===== src/rtl/id_ex_operand_if.sv =====
// ----------------------------------------------------------------------------
// id_ex_operand_if
// Bundles the ID-stage read request, the WB write port, the EX-aligned forward
// selects/data and the EX operand outputs of id_ex_operand.
//   slave  : the operand block (consumes ID/WB/forward, drives EX outputs)
//   master : the surrounding pipeline (drives ID/WB/forward, consumes EX)
// ----------------------------------------------------------------------------
interface id_ex_operand_if;
   logic        id_valid;
   logic [4:0]  rs_rf_raddr;
   logic [4:0]  rt_rf_raddr;
   logic        wb_we;
   logic [4:0]  wb_waddr;
   logic [31:0] wb_wdata;
   logic        sel_rs_forward_r;
   logic        sel_rt_forward_r;
   logic [31:0] rs_forward_data_r;
   logic [31:0] rt_forward_data_r;
   logic        ex_valid;
   logic [4:0]  ex_rs_addr;
   logic [4:0]  ex_rt_addr;
   logic [31:0] ex_rs_val;
   logic [31:0] ex_rt_val;

   modport master (
      output id_valid, rs_rf_raddr, rt_rf_raddr,
      output wb_we, wb_waddr, wb_wdata,
      output sel_rs_forward_r, sel_rt_forward_r,
      output rs_forward_data_r, rt_forward_data_r,
      input  ex_valid, ex_rs_addr, ex_rt_addr, ex_rs_val, ex_rt_val
   );

   modport slave (
      input  id_valid, rs_rf_raddr, rt_rf_raddr,
      input  wb_we, wb_waddr, wb_wdata,
      input  sel_rs_forward_r, sel_rt_forward_r,
      input  rs_forward_data_r, rt_forward_data_r,
      output ex_valid, ex_rs_addr, ex_rt_addr, ex_rs_val, ex_rt_val
   );
endinterface


===== src/rtl/id_ex_operand.sv =====
// ----------------------------------------------------------------------------
// id_ex_operand
// 32x32 register file read in ID (with WB write-through), the ID/EX pipeline
// register for valid/source numbers/operands, and the EX operand muxes that
// apply the registered forwarding selects.
//   clk   : rising-edge clock
//   rst   : asynchronous active-low reset (clears register file and ID/EX)
//   stall : stall bus; bit 2 = ID stage, bit 3 = EX stage, 1 = stop
//   flush : kills the ID/EX contents at the next edge
//   bus   : id_ex_operand_if.slave (ID read, WB write, forward, EX outputs)
// ----------------------------------------------------------------------------
module id_ex_operand (
   input  logic                  clk,
   input  logic                  rst,
   input  logic [5:0]            stall,
   input  logic                  flush,
   id_ex_operand_if.slave        bus
);

   logic [31:0] rf [32];
   logic [31:0] rs_rd, rt_rd;

   logic        idex_valid;
   logic [4:0]  idex_rs_addr, idex_rt_addr;
   logic [31:0] idex_rs_data, idex_rt_data;

   logic        id_stop, ex_stop;
   logic        wb_hit;
   logic        unused_stall;

   assign id_stop      = stall[2];
   assign ex_stop      = stall[3];
   assign unused_stall = ^{stall[5:4], stall[1:0]};
   assign wb_hit       = bus.wb_we && (bus.wb_waddr != 5'd0);

   // Register file; WB writes land regardless of stall/flush.
   always_ff @(posedge clk or negedge rst) begin
      if (!rst) begin
         for (int unsigned i = 0; i < 32; i++) rf[i] <= '0;
      end else if (wb_hit) begin
         rf[bus.wb_waddr] <= bus.wb_wdata;
      end
   end

   // ID read ports with same-cycle WB write-through; $0 always reads zero.
   always_comb begin
      rs_rd = rf[bus.rs_rf_raddr];
      rt_rd = rf[bus.rt_rf_raddr];
      if (wb_hit && (bus.wb_waddr == bus.rs_rf_raddr)) rs_rd = bus.wb_wdata;
      if (wb_hit && (bus.wb_waddr == bus.rt_rf_raddr)) rt_rd = bus.wb_wdata;
      if (bus.rs_rf_raddr == 5'd0) rs_rd = '0;
      if (bus.rt_rf_raddr == 5'd0) rt_rd = '0;
   end

   // ID/EX register: flush > bubble (ID stop, EX go) > load (ID go) > hold.
   always_ff @(posedge clk or negedge rst) begin
      if (!rst) begin
         idex_valid   <= 1'b0;
         idex_rs_addr <= '0;
         idex_rt_addr <= '0;
         idex_rs_data <= '0;
         idex_rt_data <= '0;
      end else if (flush || (id_stop && !ex_stop)) begin
         idex_valid   <= 1'b0;
         idex_rs_addr <= '0;
         idex_rt_addr <= '0;
         idex_rs_data <= '0;
         idex_rt_data <= '0;
      end else if (!id_stop) begin
         idex_valid   <= bus.id_valid;
         idex_rs_addr <= bus.rs_rf_raddr;
         idex_rt_addr <= bus.rt_rf_raddr;
         idex_rs_data <= rs_rd;
         idex_rt_data <= rt_rd;
      end
   end

   assign bus.ex_valid   = idex_valid;
   assign bus.ex_rs_addr = idex_rs_addr;
   assign bus.ex_rt_addr = idex_rt_addr;

   // Latched source $0 forces a zero operand over forwarding. While reset is
   // held the forward path stays visible (latched data is zero anyway), so
   // the $0 override only applies out of reset.
   always_comb begin
      bus.ex_rs_val = bus.sel_rs_forward_r ? bus.rs_forward_data_r : idex_rs_data;
      bus.ex_rt_val = bus.sel_rt_forward_r ? bus.rt_forward_data_r : idex_rt_data;
      if (rst && (idex_rs_addr == 5'd0)) bus.ex_rs_val = '0;
      if (rst && (idex_rt_addr == 5'd0)) bus.ex_rt_val = '0;
   end

endmodule


===== src/flat_wrapper.sv =====
// flat-port wrapper written by rule: the top's interface ports become plain ports
module id_ex_operand_flat 
  (clk, rst, stall, flush, bus_id_valid, bus_rs_rf_raddr, bus_rt_rf_raddr, bus_wb_we, bus_wb_waddr, bus_wb_wdata, bus_sel_rs_forward_r, bus_sel_rt_forward_r, bus_rs_forward_data_r, bus_rt_forward_data_r, bus_ex_valid, bus_ex_rs_addr, bus_ex_rt_addr, bus_ex_rs_val, bus_ex_rt_val);
  id_ex_operand_if bus_i ();
  input  logic clk;
  input  logic rst;
  input  logic [5:0] stall;
  input  logic flush;
  input wire logic [$bits(bus_i.id_valid)-1:0] bus_id_valid;
  input wire logic [$bits(bus_i.rs_rf_raddr)-1:0] bus_rs_rf_raddr;
  input wire logic [$bits(bus_i.rt_rf_raddr)-1:0] bus_rt_rf_raddr;
  input wire logic [$bits(bus_i.wb_we)-1:0] bus_wb_we;
  input wire logic [$bits(bus_i.wb_waddr)-1:0] bus_wb_waddr;
  input wire logic [$bits(bus_i.wb_wdata)-1:0] bus_wb_wdata;
  input wire logic [$bits(bus_i.sel_rs_forward_r)-1:0] bus_sel_rs_forward_r;
  input wire logic [$bits(bus_i.sel_rt_forward_r)-1:0] bus_sel_rt_forward_r;
  input wire logic [$bits(bus_i.rs_forward_data_r)-1:0] bus_rs_forward_data_r;
  input wire logic [$bits(bus_i.rt_forward_data_r)-1:0] bus_rt_forward_data_r;
  output wire logic [$bits(bus_i.ex_valid)-1:0] bus_ex_valid;
  output wire logic [$bits(bus_i.ex_rs_addr)-1:0] bus_ex_rs_addr;
  output wire logic [$bits(bus_i.ex_rt_addr)-1:0] bus_ex_rt_addr;
  output wire logic [$bits(bus_i.ex_rs_val)-1:0] bus_ex_rs_val;
  output wire logic [$bits(bus_i.ex_rt_val)-1:0] bus_ex_rt_val;
  assign bus_i.id_valid = bus_id_valid;
  assign bus_i.rs_rf_raddr = bus_rs_rf_raddr;
  assign bus_i.rt_rf_raddr = bus_rt_rf_raddr;
  assign bus_i.wb_we = bus_wb_we;
  assign bus_i.wb_waddr = bus_wb_waddr;
  assign bus_i.wb_wdata = bus_wb_wdata;
  assign bus_i.sel_rs_forward_r = bus_sel_rs_forward_r;
  assign bus_i.sel_rt_forward_r = bus_sel_rt_forward_r;
  assign bus_i.rs_forward_data_r = bus_rs_forward_data_r;
  assign bus_i.rt_forward_data_r = bus_rt_forward_data_r;
  assign bus_ex_valid = bus_i.ex_valid;
  assign bus_ex_rs_addr = bus_i.ex_rs_addr;
  assign bus_ex_rt_addr = bus_i.ex_rt_addr;
  assign bus_ex_rs_val = bus_i.ex_rs_val;
  assign bus_ex_rt_val = bus_i.ex_rt_val;
  id_ex_operand u_core (.clk(clk), .rst(rst), .stall(stall), .flush(flush), .bus(bus_i));
endmodule

===== config.mk =====
export PLATFORM = sky130hd
export DESIGN_NAME = id_ex_operand_flat
export DESIGN_NICKNAME = d
export VERILOG_FILES = /design/src/rtl/id_ex_operand_if.sv /design/src/rtl/id_ex_operand.sv /design/src/flat_wrapper.sv
export SDC_FILE = /design/constraint.sdc
export NUM_CORES = 2
export LEC_CHECK = 0
export BUFFER_PORTS_ARGS = -buffer_cell sky130_fd_sc_hd__buf_2
export CORE_MARGIN = 5
export CORE_UTILIZATION = 57
export DETAILED_ROUTE_END_ITERATION = 10
export GPL_TIMING_DRIVEN = 0
export PLACE_DENSITY = 0.77
export SYNTH_ARGS = -nofsm -noshare
export SYNTH_HDL_FRONTEND = slang
export SYNTH_SLANG_ARGS = --single-unit

===== constraint.sdc =====
create_clock -name clk -period 5.05 [get_ports clk]
set_input_delay 1.515 -clock clk [delete_from_list [all_inputs] [get_ports clk]]
set_output_delay 1.515 -clock clk [all_outputs]
set_load 0.02 [all_outputs]

==> results.sh <==
export IMPL_crit_path_start_kind="input pin"
export IMPL_synth_yosys_warnings=0
export IMPL_cts_root_to_sink_buffers=3
export IMPL_worst_r2r_setup_slack_ps=2610
export IMPL_static_leakage_power_uw=0.02923
export IMPL_die_width_microns=331.4
export IMPL_vdd_drop_max_mv=0.3032
export IMPL_worst_hold_path_num_cells=1
export IMPL_power_share_switching_pct=30.22
export IMPL_timing_hold_worst_start="u_core.rf[1022]"
export IMPL_core_area_sq_um=103100
export IMPL_clock_tree_from_tritoncts="built"
export IMPL_worstReg2RegStart="u_core.rf[282]"
export IMPL_timing_rr_end="u_core.idex_rs_data[26]"
export IMPL_grt_pass1_vias=43790
export IMPL_initial_core_util_pct=57.14
export IMPL_dr_first_iter_drc_count=7843
export IMPL_final_setup_skew_ps=25.82
export IMPL_num_nets_final=4743
export IMPL_tightestPinTransition_ps=1680
export IMPL_synthesized_netlist_net_count=4406
export IMPL_timing_max_transition_violations_final=77
export IMPL_drt_wl_total_microns=263200
export IMPL_grt_max_degree=170
export IMPL_fin_crit_sh_pct=102.1
export IMPL_antenna_found_initial=18
export IMPL_grtUsageMet3_pct=28.08
export IMPL_post_route_cells_drive_above_1_share_pct=43.03
export IMPL_failing_checks="max-capacitance violations, max-slew violations, negative setup slack"
export IMPL_area_delta_synth_final_pct=12.71
export IMPL_power_share_sequential_pct=44.1
export IMPL_fmax_mhz=193.9
export IMPL_result_of_the_run="finished, violations left"
export IMPL_synth_enable_flop_cells=0
export IMPL_synth_flop_cell="sky130_fd_sc_hd__dfrtp_1"
export IMPL_firstDrtPassIters=8
export IMPL_floorplan_die_area_sq_um=109800
export IMPL_detailroute_via_count=46020
export IMPL_remaining_drc_errors=0
export IMPL_rr_worst_depth=5
export IMPL_ys_seq_elements=1099
export IMPL_placementRows=118
export IMPL_cts_htree_levels=3
export IMPL_final_fill_count=7884
export IMPL_floorplan_die_height_microns=331.4
export IMPL_place_congestion=1.134
export IMPL_crit_path_end_kind="register"
export IMPL_clkTransAtPathRegs_ps=60
export IMPL_synth_distinct_cells=66
export IMPL_critPathRequiredTime_ps=5580
export IMPL_globalRoute_totalOverflow=0
export IMPL_pre_cts_ws_ps=-2744
export IMPL_ioPinCount=199
export IMPL_grt_busiest_layer="met2"
export IMPL_whs_endpoint="u_core.rf[1022]"
export IMPL_grt_setup_unrepaired="false"
export IMPL_p_int_uw=18520
export IMPL_synth_async_reset_ratio_pct=100.0
export IMPL_totalNegativeSetupSlack_ps=-109.6
export IMPL_met2_usage_pct=61.53
export IMPL_timing_setup_critical_path_class="in -> reg"
export IMPL_min_path_type="reg -> reg"
export IMPL_power_combinational_fraction_pct=22.1
export IMPL_grt_pass1_wl_microns=356500
export IMPL_hold_viol_final=0
export IMPL_timing_max_cap_violations=9
export IMPL_fin_ws_ps=-107.5
export IMPL_setup_violations=2
export IMPL_period_minus_slack_ps=5158
export IMPL_ctsHoldBuffers=0
export IMPL_crit_path_max_fanout=10
export IMPL_global_route_usage_met1_pct=57.54
export IMPL_area_of_the_mapped_netlist_sq_um=58890
export IMPL_cts_root_buf="sky130_fd_sc_hd__clkbuf_16"
export IMPL_worstPathArrival_ps=5690
export IMPL_hold_ws_ps=464.9
export IMPL_cts_buffer_count=117
export IMPL_synth_yosys_seq_area_share_pct=46.70
export IMPL_dp_hpwl_microns=187300
export IMPL_drtAntennaViolNets=0
export IMPL_clock_power_share_pct=33.9
export IMPL_post_synth_cell_area_avg_sq_um=13.75
export IMPL_detail_route_vias_per_cell=7.537
export IMPL_drt_wirelength_per_cell_microns=43.10
export IMPL_netSwitchingPower_uw=8020
export IMPL_insertion_delay_ps=740
export IMPL_max_slew_margin_rel_pct=-11.99
export IMPL_grt_usage_pct=46.83
export IMPL_synthCells=4282
export IMPL_p_per_area_nw_per_um2=399.9
export IMPL_count_of_port_buffers_added_during_placement=186
export IMPL_cts_sinks=1099
-- final cells by class --
class                           count  area, sq um  share of cell area [%]
Clock buffer                      181         3613                   5.444
Buffer                            468         2257                   3.401
Tap cell                         1380         1727                   2.602
Timing Repair Buffer              218         1705                   2.569
Antenna cell                       11        27.53                 0.04147
Clock inverter                     34        329.1                  0.4958
Multi-Input combinational cell   2710        29190                   43.98
Sequential cell                  1099        27500                   41.44
Inverter                            5        18.77                 0.02828
-- flip-flops by register name, summed over array words and instances, names as in the netlist --
signal / cells
u_core.idex_rs_data: 32
u_core.idex_rt_data: 32
u_core.bus.ex_rt_addr: 5
u_core.rf: 1024
u_core.bus.ex_valid: 1
u_core.bus.ex_rs_addr: 5
-- synth_stat cells, drive strengths merged, types with 8 or more instances --
cell | instances | share of area, %
a21oi | 60 | 0.51
nand3b | 10 | 0.13
nor3 | 22 | 0.19
a31oi | 9 | 0.096
nor2b | 23 | 0.24
mux2 | 1018 | 19
a22o | 16 | 0.24
a21o | 12 | 0.15
a211o | 8 | 0.12
mux2i | 234 | 4.0
dfrtp | 1099 | 47
nand2b | 9 | 0.096
a32oi | 38 | 0.57
clkbuf | 228 | 1.5
mux4 | 420 | 16
buf | 240 | 2.3
o31ai | 14 | 0.18
a221oi | 52 | 0.81
nand2 | 292 | 1.9
a22oi | 103 | 1.3
nor4 | 19 | 0.21
nor2 | 97 | 0.62
nand3 | 38 | 0.32
and3 | 29 | 0.31
o21ai | 112 | 0.95
-- power groups by stage --
stage / registers, uW / logic [uW] / clock network, uW
2_1_floorplan: 11300 / 3750 / 0
3_3_place_gp: 11600 / 5330 / 0
3_5_place_dp: 11700 / 5480 / 0
4_1_cts: 11600 / 5580 / 8890
5_1_grt: 11800 / 6010 / 9250
6_report: 11700 / 5850 / 8990
-- how the worst max path moves through the flow --
| stage | start | to | slack (ps) |
|---|---|---|---|
| floorplan | rst | bus_ex_rs_val[10] | 660 |
| global placement | rst | u_core.rf[514] | -21750 |
| detailed placement | rst | bus_ex_rs_val[30] | -2740 |
| CTS | bus_sel_rt_forward_r | bus_ex_rt_val[26] | 3 |
| global route | rst | bus_ex_rt_val[26] | 0.9 |
| finish | bus_rs_rf_raddr[1] | u_core.idex_rs_data[29] | -110 |
-- logic make-up after synthesis --
| family | share of synthesized area (%) |
|---|---|
| DFF | 46.70 |
| muxes | 39.57 |
| and+or+nand+nor | 4.460 |
| AOI/OAI and AO/OA | 5.337 |
| xor gates and xnor gates | 0.1487 |
| buffers and inverters | 3.782 |
-- per-stage QoR --
| stage | power (uW) | instances | cell area, sq um | util, % |
|---|---|---|---|---|
| 4_1_cts | 26060 | 6094 | 66320 | 64.36 |
| 2_1_floorplan | 15030 | 4282 | 58890 | - |
| 5_1_grt | 27070 | 6095 | 66340 | 64.38 |
| 3_5_place_dp | 17210 | 5860 | 61850 | 60.02 |
| 3_3_place_gp | 16960 | 5848 | 61550 | 59.72 |
| 6_report | 26540 | 6106 | 66370 | 64.40 |
-- critical path: stages --
cell and delay [ps]:
sky130_fd_sc_hd__buf_2 250, sky130_fd_sc_hd__buf_2 340, sky130_fd_sc_hd__or2_2 160, sky130_fd_sc_hd__clkbuf_1 1030
sky130_fd_sc_hd__o31a_1 620, sky130_fd_sc_hd__clkbuf_1 710, sky130_fd_sc_hd__o21ai_0 170, sky130_fd_sc_hd__o21ai_0 850
-- cell usage in the layout, fill, tap and decap left out, drive strengths merged, types with 14 or more instances in the layout --
master  synthesis  routed
o31ai          14      14
clkinv          1      27
clkbuf        228     410
nor2b          23      23
a22oi         103     103
mux2         1018    1018
o21ai         112     112
nand3          38      38
mux4          420     420
nand2         292     292
a21oi          60      60
buf           240     443
dfrtp        1099    1099
nor3           22      22
a221oi         52      52
a32oi          38      38
nor4           19      19
and3           29      29
nor2           97      97
mux2i         234     234
a22o           16      16
-- metal layers --
layer,vias up,wire (microns),share of wire (%)
met1,23610,88250,34
li1,16930,-,-
met3,1122,47810,18
met5,-,369,0.14
met2,4337,103300,39
met4,18,23450,8.9
-- what timing repair did --
item                       CTS  global route
pin swaps                    1             1
cloned                      13             0
gates resized for setup     16             2
setup endpoints to repair   64            30
setup buffers                6             0
Note: power is estimated with default switching activity, not from simulation.
